--- config.mk ---
export PLATFORM = sky130hd
export DESIGN_NAME = sync_filter
export DESIGN_NICKNAME = d
export VERILOG_FILES = /design/src/rtl/sync_filter.sv
export SDC_FILE = /design/constraint.sdc
export NUM_CORES = 1
export LEC_CHECK = 0
export CAP_MARGIN = 20
export CORE_AREA = 2 2 39 41
export DETAILED_ROUTE_END_ITERATION = 6
export DIE_AREA = 0 0 41 43
export SLEW_MARGIN = 40
export SYNTH_ARGS = -nofsm -noshare
export SYNTH_HDL_FRONTEND = slang
export SYNTH_SLANG_ARGS = --single-unit
--- constraint.sdc ---
create_clock -name clk -period 0.8 [get_ports clk]
set_input_delay 0.12 -clock clk [delete_from_list [all_inputs] [get_ports clk]]
set_output_delay 0.12 -clock clk [all_outputs]
set_load 0.01 [all_outputs]
--- src/rtl/sync_filter.sv ---
// sync_filter: per-channel STAGES-deep synchronizer, optional debounce filter
// (enabled by defining SYNC_FILTER_DEBOUNCE_EN), registered dout/rise/fall.
(* keep_hierarchy = "yes" *)
module sync_filter #(
   parameter int unsigned      WIDTH     = 1,
   parameter int unsigned      STAGES    = 2,
   parameter int unsigned      FILTER    = 4,
   parameter logic [WIDTH-1:0] RESET_VAL = '0
) (
   input  logic             clk,
   input  logic             reset,
   input  logic [WIDTH-1:0] din,
   output logic [WIDTH-1:0] dout,
   output logic [WIDTH-1:0] rise,
   output logic [WIDTH-1:0] fall
);

   if (WIDTH < 1 || WIDTH > 32) begin : g_bad_width
      $error("sync_filter: WIDTH must be within 1..32");
   end
   if (STAGES < 2 || STAGES > 4) begin : g_bad_stages
      $error("sync_filter: STAGES must be within 2..4");
   end
   if (FILTER < 1 || FILTER > 255) begin : g_bad_filter
      $error("sync_filter: FILTER must be within 1..255");
   end

   (* ASYNC_REG = "TRUE" *) logic [WIDTH-1:0] sync_q [STAGES];
   logic [WIDTH-1:0] s;
   logic [WIDTH-1:0] dout_next;

   always_ff @(posedge clk) begin
      if (reset) begin
         for (int unsigned k = 0; k < STAGES; k++) sync_q[k] <= RESET_VAL;
      end else begin
         sync_q[0] <= din;
         for (int unsigned k = 1; k < STAGES; k++) sync_q[k] <= sync_q[k-1];
      end
   end

   assign s = sync_q[STAGES-1];

`ifdef SYNC_FILTER_DEBOUNCE_EN
   localparam int unsigned   CW       = $clog2(FILTER + 1);
   localparam logic [CW-1:0] CNT_LAST = CW'(FILTER - 1);

   logic [CW-1:0] cnt [WIDTH];

   always_ff @(posedge clk) begin
      if (reset) begin
         for (int unsigned i = 0; i < WIDTH; i++) cnt[i] <= '0;
      end else begin
         for (int unsigned i = 0; i < WIDTH; i++) begin
            // Agreement or acceptance of the new level both drop all credit.
            if (s[i] == dout[i] || cnt[i] == CNT_LAST) cnt[i] <= '0;
            else                                       cnt[i] <= cnt[i] + CW'(1);
         end
      end
   end

   always_comb begin
      dout_next = dout;
      for (int unsigned i = 0; i < WIDTH; i++) begin
         if (s[i] != dout[i] && cnt[i] == CNT_LAST) dout_next[i] = s[i];
      end
   end
`else
   always_comb begin
      dout_next = s;
   end
`endif

   // Pulses come from the same next-state as dout so they align with its change.
   always_ff @(posedge clk) begin
      if (reset) begin
         dout <= RESET_VAL;
         rise <= '0;
         fall <= '0;
      end else begin
         dout <= dout_next;
         rise <= dout_next & ~dout;
         fall <= ~dout_next & dout;
      end
   end

endmodule

==> qor.csv <==
stage,metric,value,unit
power_and_ir_drop,power density cells,2480,nW/um^2
synth,syn_nets,13,
setup_path,CP Capture Type,output pin,
routing,routed wire length per instance,5.50,um
synth,"count leader, synth",dfxtp_1,
routing,vias per cell,2.75,
synth,Synth top cells by count,"dfxtp_1, nor2b_1, nor3b_1",
setup_path,"delay-heaviest family, CP",flip-flops,
routing,Routed Antenna Nets,0,
cells_and_area,Non-Filler Instances,36,
synth,ys async rst share,0,
synth,"top cells by area, synth","dfxtp_1, nor2b_1, nor3b_1",
global_routing,initial antenna violation count,0,
global_routing,grt ovf,0,
sta,fmax,1280,MHz
routing,final WL,198,um
sta,Setup WS post-layout,0.0160,ns
sta,Final min period,0.784,ns
synth,Yosys top cell area share,0.748,
setup_path,Setup Crit Path Kind,reg -> out,
placement,Placed Cells,32,
setup_path,WP data required,0.68,ns
power_and_ir_drop,total chip power,0.000572,W
clock_tree,"CTS clk-pin slew, worst paths",0.04,ns
clock_tree,CTS Root Cell,clkbuf_4,
setup_path,WP buf/inv,1,
clock_tree,Post-CTS Hold Buffers,0,
setup_path,Crit Reg-Reg Startpoint,dout,
placement,IO buf count,5,
synth,"Cell Area, Synth",134,sq um
cells_and_area,layout cells sized above 1,0.400,
global_routing,gr usage total,0.0392,
run_status,status,completed,
synth,Synth cell types,3,
cells_and_area,fillers,156,
routing,DR pass1 iterations,2,
placement,dpl ws,-0.168,ns
clock_tree,cts bufs inserted,3,
worst_hold_path,Min-Delay Path Class,reg -> reg,
floorplanning,Die ar.,1760,sq um
sta,Worst slew margin,0.888,
setup_path,reg2reg end,rise,
synth,largest family of logic cells by synthesized area,simple AND/OR/NAND/NOR gates,
placement,routability cong.,0.495,
synth,post-synthesis sequential area ratio,0.748,
sta,Final setup viols,0,
synth,Yosys reg bits,5,
floorplanning,Die Wd,41,um
clock_tree,H-tree depth,1,
sta,final period utilization,0.980,
synth,Synth Area in XOR/XNOR,0,
worst_hold_path,critical hold path startpoint,sync_q[0][0],
sta,RSZ-0062 raised after global routing,yes,
setup_path,"Cell Chain, Critical Path",buf_6,
synth,Synthesis Warnings,0,
routing,via count,99,
setup_path,Crit path arrival time,0.66,ns
cells_and_area,n_diodes,0,
sta,measured slew at the worst slew-check pin,0.167,ns
clock_tree,CTS tree,built,
synth,compound-gate portion of the synthesized area,0,
clock_tree,CTS Buffer Depth,2,
synth,simple-gate share of the synthesized area,0.252,
setup_path,Worst R2R Path Depth,2,
routing,Iter 0 DRT Violations,1,
setup_path,R2R Setup Slk,0.11,ns
worst_hold_path,worst hold path depth,1,
worst_hold_path,Hold EP,sync_q[0][1],
synth,cells after synthesis,10,
floorplanning,IO Count,6,
cells_and_area,fin nets,24,
floorplanning,# rows,14,
power_and_ir_drop,Leak,0.0961,nW
routing,# DRC,0,
sta,Slew Limit Fails,0,
synth,leading area contributor after synthesis,dfxtp_1,
setup_path,slowest stage cell on the critical path,dfxtp_2,
global_routing,largest net degree at the start of global routing,6,
flow_run,max cap viols,0,
global_routing,number of global-route vias before repair,114,
floorplanning,die height,43,um
floorplanning,Starting Density,0.0967,
cells_and_area,Area Growth Syn to Fin,72.0,%
floorplanning,total core area,1380,sq um
setup_path,"critical path fanouts, max",2,
synth,Adder-Cell Fraction of Synth Area,0,
sta,final worst clock skew,0.00188,ns
power_and_ir_drop,Worst VDD drop,0.000830,V
synth,"EDFF count, synth",0,
global_routing,first-pass GRT wire length,386,um
synth,multiplexer area fraction after synthesis,0,
clock_tree,Num Clock Sinks,5,
clock_tree,clk_lat worst skew,0.23,ns
sta,"Hold Vio Cnt, Final",0,
setup_path,crit-path max cell delay,0.32,ns
synth,top_reg_cell synth,dfxtp_1,
synth,syn avg cell area,13.4,sq um
setup_path,element type at the critical path start,flop,
## cell type report
class	instances	area [sq um]	share of cell area
flip-flops and latches	5	101	0.440
repair buffers	6	48.8	0.212
multi-input cells	5	33.8	0.147
clock buffers	4	26.3	0.114
well taps	16	20.0	0.0870
## how the worst max path moves through the flow
stage	startpoint	end	slack [ns]	depth (start not counted)
after global routing	dout	dout	-0.02	1
final	dout	dout	0.02	1
after detailed placement	dout	dout	-0.17	1
after CTS	dout	dout	0.003	1
after floorplan	dout	fall	0.19	1
after global placement	dout	dout	-0.16	1
## cells in the final DEF (no fill, tap or decap)
cell type,instances
dfxtp_1,4
nor2b_1,3
clkbuf_4,3
nor3b_1,2
clkdlybuf4s50_1,2
buf_2,2
clkbuf_1,1
dfxtp_2,1
buf_6,1
buf_4,1
## metrics by stage
step,cell area [sq um],hold slack (ns),util,setup TNS [ns]
after floorplan,134,0.192,-,0
after global placement,211,0.417,0.153,-0.674
after detailed placement,211,0.425,0.153,-0.752
after CTS,230,0.431,0.166,0
after global routing,230,0.455,0.166,-0.0508
final,230,0.431,0.166,0
## flip-flops by register name, indices dropped and copies added, names as in the netlist
register  cells
sync_q        2
fall          1
rise          1
dout          1
## worst reg2reg max path: cells and delay by family (launching register included)
| kind | cells | cell delay, ns |
|---|---|---|
| buf+inv | 1 | 0.12 |
| simple gates | 1 | 0.17 |
| flops | 1 | 0.32 |
## cells by family (layout without fill, tap and decap cells)
family                 count (synthesis)  after routing
and+or+nand+nor                        5              5
buffers and inverters                  0             10
DFF                                    5              5
## power breakdown
part / internal (W) / switching, W / total, W
Combinational: 0.0000182 / 0.00000833 / 0.0000266
Clock: 0.000188 / 0.0000958 / 0.000284
Sequential: 0.000259 / 0.00000285 / 0.000261
## per-layer routing
| metal | GRT usage | routed length (um) | up-vias |
|---|---|---|---|
| met2 | 0.0469 | 63 | 6 |
| met4 | 0 | 0 | 0 |
| met3 | 0.0785 | 41 | 0 |
| li1 | - | - | 52 |
| met5 | 0 | 0 | - |
| met1 | 0.0289 | 93 | 41 |
## timing repair
item | 4_1_cts | 5_1_grt
setup buffers | 0 | 0
endpoints found under the setup margin | 3 | 3
hold endpoints to repair | 0 | 0
pin swaps | 0 | 0
gates resized for setup | 14 | 0
gates cloned | 0 | 0
Note: power is estimated with default switching activity, not from simulation.
